==> config.mk <==
export PLATFORM = sky130hd
export DESIGN_NAME = jtag_chain_arbiter
export DESIGN_NICKNAME = d
export VERILOG_FILES = /design/src/rtl/jtag_chain_arbiter_pkg.sv /design/src/rtl/jtag_chain_arbiter_tck_gen.sv /design/src/rtl/jtag_chain_arbiter.sv
export SDC_FILE = /design/constraint.sdc
export NUM_CORES = 1
export LEC_CHECK = 0
export ABC_AREA = 1
export CAP_MARGIN = 20
export CORE_MARGIN = 1
export CORE_UTILIZATION = 30
export DETAILED_ROUTE_END_ITERATION = 16
export PLACE_DENSITY = 0.51
export REMOVE_ABC_BUFFERS = 1
export SLEW_MARGIN = 20
export SYNTH_ARGS = -nofsm -noshare
export SYNTH_HDL_FRONTEND = slang
export SYNTH_SLANG_ARGS = --single-unit
==> constraint.sdc <==
create_clock -name clk -period 2 [get_ports clk]
set_clock_uncertainty 0.1 [all_clocks]
set_input_delay 0.3 -clock clk [delete_from_list [all_inputs] [get_ports clk]]
set_output_delay 0.3 -clock clk [all_outputs]
set_load 0.02 [all_outputs]
==> src/rtl/jtag_chain_arbiter_pkg.sv <==
// jtag_chain_arbiter_pkg: owner codes, arbiter FSM states and the shift-length limit
package jtag_chain_arbiter_pkg;
  localparam logic [1:0] OWN_IDLE = 2'd0;
  localparam logic [1:0] OWN_EXT  = 2'd1;
  localparam logic [1:0] OWN_INT  = 2'd2;
  localparam logic [5:0] MAX_LEN  = 6'd32;
  typedef enum logic [2:0] {
    S_IDLE,
    S_EXT,
`ifdef JTAG_ARB_TLR_EN
    S_INT_TLR,
`endif
    S_INT_SHIFT,
    S_INT_DONE
  } state_t;
  function automatic logic [5:0] sat_len(input logic [5:0] l);
    return (l > MAX_LEN) ? MAX_LEN : l;
  endfunction
endpackage

==> src/rtl/jtag_chain_arbiter_tck_gen.sv <==
// jtag_tck_gen: divided internal TCK (low half then high half) with low-start, rise and last-cycle strobes
module jtag_tck_gen #(
  parameter int TCK_DIV = 4
) (
  input  logic clk,
  input  logic rst_n,
  input  logic i_en,
  output logic o_tck,
  output logic o_low_start,
  output logic o_rise,
  output logic o_last
);
  localparam int CW = $clog2(2 * TCK_DIV);
  localparam logic [CW-1:0] C_HI  = CW'(TCK_DIV);
  localparam logic [CW-1:0] C_END = CW'(2 * TCK_DIV - 1);
  logic [CW-1:0] r_cnt;
  logic          r_tck;
  // walk one TCK period per bit; TCK rises at count TCK_DIV and falls when the period wraps
  always_ff @(posedge clk)
    if (!rst_n || !i_en) begin
      r_cnt <= '0;
      r_tck <= 1'b0;
    end else begin
      r_cnt <= (r_cnt == C_END) ? '0 : r_cnt + 1'b1;
      r_tck <= (r_cnt == C_HI - 1'b1) ? 1'b1 : (r_cnt == C_END) ? 1'b0 : r_tck;
    end
  assign o_tck       = r_tck;
  assign o_low_start = i_en && r_cnt == '0;
  assign o_rise      = i_en && r_cnt == C_HI;
  assign o_last      = i_en && r_cnt == C_END;
endmodule

==> src/rtl/jtag_chain_arbiter.sv <==
// jtag_chain_arbiter: shares the Atlas JTAG chain between an external USB-Blaster and an internal shifter (JTAG_ARB_TLR_EN adds a TLR+RTI preamble)
module jtag_chain_arbiter
  import jtag_chain_arbiter_pkg::*;
#(
  parameter int TCK_DIV      = 4,
  parameter int IDLE_TIMEOUT = 1024
) (
  input  logic        clk,
  input  logic        rst_n,
  input  logic        ext_tdi,
  input  logic        ext_tck,
  input  logic        ext_tms,
  output logic        ext_tdo,
  output logic        atlas_tms,
  output logic        atlas_tck,
  output logic        atlas_tdi,
  input  logic        atlas_tdo,
  input  logic        req,
  input  logic [5:0]  len,
  input  logic [31:0] tms_vec,
  input  logic [31:0] tdi_vec,
  output logic        busy,
  output logic        done,
  output logic [31:0] tdo_vec,
  output logic [1:0]  owner
);
  localparam logic [15:0] TO_LOAD = 16'(IDLE_TIMEOUT - 1);
  state_t      r_state;
  logic [1:0]  r_sync;
  logic        r_prev;
  logic [15:0] r_to;
  logic        r_pend;
  logic [5:0]  r_len;
  logic [31:0] r_tmsv;
  logic [31:0] r_tdiv;
  logic [31:0] r_cap;
  logic [31:0] r_tdo;
  logic [4:0]  r_bit;
  logic        r_tms;
  logic        r_tdi;
`ifdef JTAG_ARB_TLR_EN
  logic [2:0]  r_tlr;
`endif
  logic w_act, w_ext, w_en, w_tck, w_low, w_rise, w_last;
  jtag_tck_gen #(.TCK_DIV(TCK_DIV)) u_tck (
    .clk(clk), .rst_n(rst_n), .i_en(w_en),
    .o_tck(w_tck), .o_low_start(w_low), .o_rise(w_rise), .o_last(w_last)
  );
  assign w_act = r_sync[1] ^ r_prev;
  assign w_ext = r_state == S_EXT;
`ifdef JTAG_ARB_TLR_EN
  assign w_en = r_state == S_INT_SHIFT || r_state == S_INT_TLR;
`else
  assign w_en = r_state == S_INT_SHIFT;
`endif
  assign atlas_tck = w_ext ? ext_tck : w_tck;
  assign atlas_tms = w_ext ? ext_tms : r_tms;
  assign atlas_tdi = w_ext ? ext_tdi : r_tdi;
  assign ext_tdo   = w_ext & atlas_tdo;
  assign busy      = w_en || r_state == S_INT_DONE;
  assign done      = r_state == S_INT_DONE;
  assign owner     = w_ext ? OWN_EXT : busy ? OWN_INT : OWN_IDLE;
  assign tdo_vec   = r_tdo;
  // arbiter FSM: ext_tck edge detect, ownership, internal shift sequencing and TDO capture
  always_ff @(posedge clk)
    if (!rst_n) begin
      r_state <= S_IDLE;
      r_sync  <= '0;
      r_prev  <= 1'b0;
      r_to    <= '0;
      r_pend  <= 1'b0;
      r_len   <= '0;
      r_tmsv  <= '0;
      r_tdiv  <= '0;
      r_cap   <= '0;
      r_tdo   <= '0;
      r_bit   <= '0;
      r_tms   <= 1'b1;
      r_tdi   <= 1'b0;
`ifdef JTAG_ARB_TLR_EN
      r_tlr   <= '0;
`endif
    end else begin
      r_sync <= {r_sync[0], ext_tck};
      r_prev <= r_sync[1];
      case (r_state)
        S_IDLE:
          if (w_act) begin
            r_state <= S_EXT;
            r_to    <= TO_LOAD;
          end else if (req) begin
            r_len  <= sat_len(len);
            r_tmsv <= tms_vec;
            r_tdiv <= tdi_vec;
`ifdef JTAG_ARB_TLR_EN
            r_tlr   <= '0;
            r_state <= S_INT_TLR;
`else
            r_state <= (len == '0) ? S_INT_DONE : S_INT_SHIFT;
            if (len == '0) r_tdo <= '0;
`endif
          end
        S_EXT:
          if (w_act) r_to <= TO_LOAD;
          else if (r_to == '0) r_state <= S_IDLE;
          else r_to <= r_to - 1'b1;
`ifdef JTAG_ARB_TLR_EN
        S_INT_TLR: begin
          r_pend <= r_pend | w_act;
          if (w_low) begin
            r_tms <= r_tlr != 3'd5;
            r_tdi <= 1'b0;
          end
          if (w_last) begin
            r_tlr <= r_tlr + 3'd1;
            if (r_tlr == 3'd5) begin
              r_state <= (r_len == '0) ? S_INT_DONE : S_INT_SHIFT;
              r_tdo   <= r_cap;
              if (r_len == '0) r_tms <= 1'b1;
            end
          end
        end
`endif
        S_INT_SHIFT: begin
          r_pend <= r_pend | w_act;
          if (w_low) begin
            r_tms <= r_tmsv[r_bit];
            r_tdi <= r_tdiv[r_bit];
          end
          if (w_rise) r_cap[r_bit] <= atlas_tdo;
          if (w_last) begin
            if ({1'b0, r_bit} == r_len - 6'd1) begin
              r_state <= S_INT_DONE;
              r_tdo   <= r_cap;
              r_tms   <= 1'b1;
              r_tdi   <= 1'b0;
            end else r_bit <= r_bit + 5'd1;
          end
        end
        S_INT_DONE: begin
          r_state <= (r_pend || w_act) ? S_EXT : S_IDLE;
          r_to    <= TO_LOAD;
          r_pend  <= 1'b0;
          r_cap   <= '0;
          r_bit   <= '0;
        end
        default: r_state <= S_IDLE;
      endcase
    end
endmodule

After elaboration in Yosys (flattened, before gate mapping)
Cells that the tools add are included. Widths: inputs -> output; s select.

Register bits: 168. Input bits: 77. Output and inout port bits: 40. Word-level logic and storage cells: 115.

Add/subtract/negate cells: 4. Magnitude comparators: 3. Equality and inequality tests: 19. Muxes and demuxes: 46. Bitwise operators: 4. Reduce and logical (&&, ||, !) cells: 24.

Operator list (count): $mux 32 (6); $pmux 32 s2 (2); $mux 16 (3); $pmux 16 s3 (1); $bwmux 32 (1); $mux 3 (6); $ne 2x2->1 const B (9); $logic_not 16->1 (1); $mux 1 (16); $sub 16x1->16 const B (1); $pmux 3 s4 (1); $bmux 1 s5 (2); $mux 5 (2); $pmux 5 s2 (1); $eq 3x2->1 const B (3); $reduce_and 3->1 (3); $eq 3x3->1 const B (2); $eq 5x6->1 (1); $gt 6x6->1 const B (1); $logic_not 3->1 (2); $logic_not 6->1 (1); $lt 5x6->1 const B (1); $mux 6 (1); $ne 3x3->1 const B (2); 22 further kinds (31).

Logic depth before layout (Yosys ltp)
Depth in word-level cells: 7. Depth in mapped cells: 13. Mapped depth without buffers: 13.

Cells and area by module
A second synthesis with hierarchy kept.

Cells, all modules: 1106. Area total of the unflattened synthesis: 7805.0 um^2.

By module, submodules not included: jtag_chain_arbiter (times used 1, cells each 1079, area an instance 7598.5 um^2, sequential area each 3263.1 um^2); jtag_tck_gen (times used 1, cells each 27, area an instance 206.4 um^2, sequential area each 80.1 um^2).

Least setup slack after synthesis
No wires, ideal clock.

Path type: register -> register. From: reg r_len[0]. To: reg r_tdo[20], in the netlist tdo_vec[20]. Library setup time: 0.132 ns. Data arrival time: 1.626 ns. Required time: 1.768 ns. Path slack: 0.142 ns. Cell stages (with the launch flop): 13. Buffers on the path: 1. Clock period less this slack: 1.858 ns. Path through: dfxtp_1 > inv_2 > ha_1 > inv_1 > nand2_1 > nand2_1 > nor2_2 > nand4_4 > nor2_8 > nand3_4 > buf_6 > nand3_2 > a21oi_1.

Word-level cells in the longest chain between the ends: 4.

Ends and longest elaborated chain: from (decl) (line jtag_chain_arbiter.sv:33) `logic [5:0] r_len;`; from (signal assigned) (line jtag_chain_arbiter.sv:92) `r_len <= sat_len(len);`; $sub 6x1->6 (line jtag_chain_arbiter.sv:132) `if ({1'b0, r_bit} == r_len - 6'd1) begin`; $eq 5x6->1 (line jtag_chain_arbiter.sv:132); $ne 2x2->1 (no line); $reduce_and 6->1 (no line); to (signal assigned) (line jtag_chain_arbiter.sv:134) `r_tdo <= r_cap;`; to (decl) (line jtag_chain_arbiter.sv:37) `logic [31:0] r_tdo;`.

Every way passes these cells. A chain may end at the register's enable or synchronous reset.

Worst setup path in the final report
From: reg r_len[0]. To: reg r_tdo[23], in the netlist tdo_vec[23].

The elaborated chain is that of the path after synthesis.

==> results_dict.tcl <==
set metrics [dict create \
    route.detailed.drc 0 \
    place_area_um2 9590 \
    fin_area_um2 10400 \
    drtPass1Iterations 7 \
    status "finished, final reports clean" \
    setup_ws_ns 0.0661 \
    cp-end-kind "register" \
    antenna_found_initial 0 \
    post_synth_instance_area_um2 7930 \
    die_w_um 165 \
    synth_edf_count 0 \
    hold_buffers 0 \
    seqCellArea_um2 3350 \
    clk_root_buffer_cell "clkbuf_16" \
    critPathMaxFanout 11 \
    pre_cts_ws_ns -0.0716 \
    clk_pin_slew_ns 0.07 \
    grt_max_degree 83 \
    synth-seq-cells 167 \
    drt_iter0_drc 531 \
    grt-ovfl-total 0 \
    first_global_vias 6777 \
    multi_input_area_um2 3920 \
    fmax_ghz 0.517 \
    fin_setup_tns_ns 0 \
    initial_core_util_pct 30.5 \
    cpPeakStageDelay_ns 0.33 \
    clkSinkCount 167 \
    place_congestion 0.817 \
    grt_util_all_layers_pct 16.5 \
    dr_total_vias 7387 \
    fin_crit_ns 1.93 \
    synth_area_leaders "dfxtp_1, o21ai_0, nor2_1" \
    ys_top_cells_by_count "dfxtp_1, nor2_1, nand2_1" \
    async_flop_share_pct 0 \
    ys.flop_type "dfxtp_1" \
    grt_pass1_wl_um 35200 \
    n_fill_cell 2718 \
    max_slew_margin_pct 63.7 \
    hold_violations 0 \
    dieArea_um2 27100 \
    synth_top_area_cell "dfxtp_1" \
    hold_class "input port to register" \
    h-tree-depth 4 \
    cp_slowest_cell "dfxtp_2" \
    pin_count 117 \
    port_buffers 116 \
    slew_violations 0 \
    clock_path_buffers 2 \
    dieHeight_um 165 \
    coreArea_um2 26000 \
    avgSynthCellArea_um2 7.46 \
    layout.cells.non_filler 1523 \
    num_rows 59 \
    maxCapViolations 0 \
    dp_hpwl_um 14800 \
    yosysSeqAreaShare_pct 42.2 \
    path_cells "inv_2 > ha_4 > inv_2 > nand2_2 > nand2_2 > nor2_4 > nand4_4 > nor2_8 > nand3_4 > clkbuf_16 > nand3_2 > a21oi_2" \
    yosys_warnings 0 \
    drive_above_1_share_pct 15.1 \
    finalCritPeriodShare_pct 96.7 \
    numPlacedInstances 1483 \
    crit_arrival_ns 2.13 \
    cts_tree "built" \
    setup_viol 0 \
    pwr_density_cell_nw_per_um2 1040 \
    area_growth_pct 31.1 \
    worstPathRequired_ns 2.20 \
    yosys.cell_types.count 37 \
    insertedDiodeCount 0 \
    leakage_nw 4.02 \
    peakVddDrop_v 0.000516 \
    cp-start-kind "register" \
    rsz0062_at_grt "yes" \
    worstMarginPinSlew_ns 0.543 \
    worstSetupPathType "register to register" \
    synth_cells 1063 \
    fin_nets 1263 \
    post-synth-top-count-cell "dfxtp_1" \
    post_drt_wl_per_cell_um 14.8 \
    postRouteAntennaNets 0 \
    numCtsBuffers 17 \
    clk_latency_ns 0.43 \
    holdWs_ns 0.285 \
    synth_top_area_share_pct 42.2 \
    vias_per_cell 4.85 \
    wirelength_um 22500 \
]
## where the power goes
part | switching [mW] | leakage, nW | internal (mW)
combinational | 2.10 | 2.38 | 1.21
clock | 1.44 | 0.277 | 1.92
sequential | 0.248 | 1.36 | 3.84
total | 3.79 | 4.02 | 6.97
## critical path: cells and delay by family (launching register included)
kind,cells,cell delay (ns)
simple gates,7,0.75
flops,1,0.33
buf+inv,3,0.32
fa+ha+maj,1,0.26
compound gates,1,0.05
## cell type report
type / instances / area share [%]
clock buffers: 20 / 4.39
well taps: 335 / 4.03
inverters: 90 / 3.31
clock inverters: 12 / 1.35
repair buffers: 170 / 17.0
multi-input cells: 729 / 37.7
flip-flops and latches: 167 / 32.2
## final timing paths
kind	start	end	slack, ns	cells after the start
min	rst_n	r_bit[4]	0.29	5
max	r_len[0]	tdo_vec[23]	0.07	12
min reg2reg	r_sync[0]	r_sync[1]	0.32	2
max reg2reg	r_len[0]	tdo_vec[23]	0.07	12
## through the flow
stage / total power, mW / util, %
2_1_floorplan: 6.20 / -
3_3_place_gp: 7.46 / 36.9
3_5_place_dp: 7.50 / 36.9
4_1_cts: 10.9 / 39.2
5_1_grt: 11.5 / 40.0
6_report: 10.8 / 40.0
## registers in the layout, summed over array words and instances, names as in the netlist
signal / flops
r_bit: 5
r_tmsv: 32
r_state: 2
r_tdi: 1
r_tdiv: 32
r_to: 16
r_cap: 32
r_prev: 1
r_len: 6
r_pend: 1
tdo_vec: 32
r_tms: 1
u_tck.r_cnt: 3
r_sync: 2
u_tck.o_tck: 1
## cell usage in the layout, fill, tap and decap left out, drive strengths merged, types with 3 or more instances in the layout
cell type	count
clkbuf	27
clkdlybuf4s50	107
a311oi	28
nand2	145
a21oi	91
a22oi	32
buf	51
o211ai	10
or2	6
nor2	162
o21ai	120
inv	92
nand3	73
nor3	3
clkinvlp	6
ha	11
dfxtp	167
dlygate4sd2	3
nand4	35
xor2	6
## kinds of logic after synthesis
logic type	synth area share [%]
compound gates	20.8
fa+ha+maj	1.74
simple gates	25.4
flops	42.2
buf+inv	9.26
xor+xnor	0.663
## metal layers
| layer | vias to the layer above | share of wire, % | wire [µm] | global-route usage, % |
|---|---|---|---|---|
| met5 | - | 0 | 0 | 0 |
| met4 | 0 | 0.55 | 124 | 3.00 |
| met3 | 8 | 3.5 | 798 | 3.26 |
| met2 | 132 | 46 | 10400 | 26.4 |
| met1 | 3418 | 50 | 11200 | 23.0 |
| li1 | 3829 | - | - | - |
## what timing repair did
action | CTS | global route
pin swaps | 0 | 9
cloned | 0 | 4
gates resized for setup | 9 | 38
setup endpoints to repair | 6 | 53
buffers inserted | 0 | 5
Power figures use the tool's default switching activity.
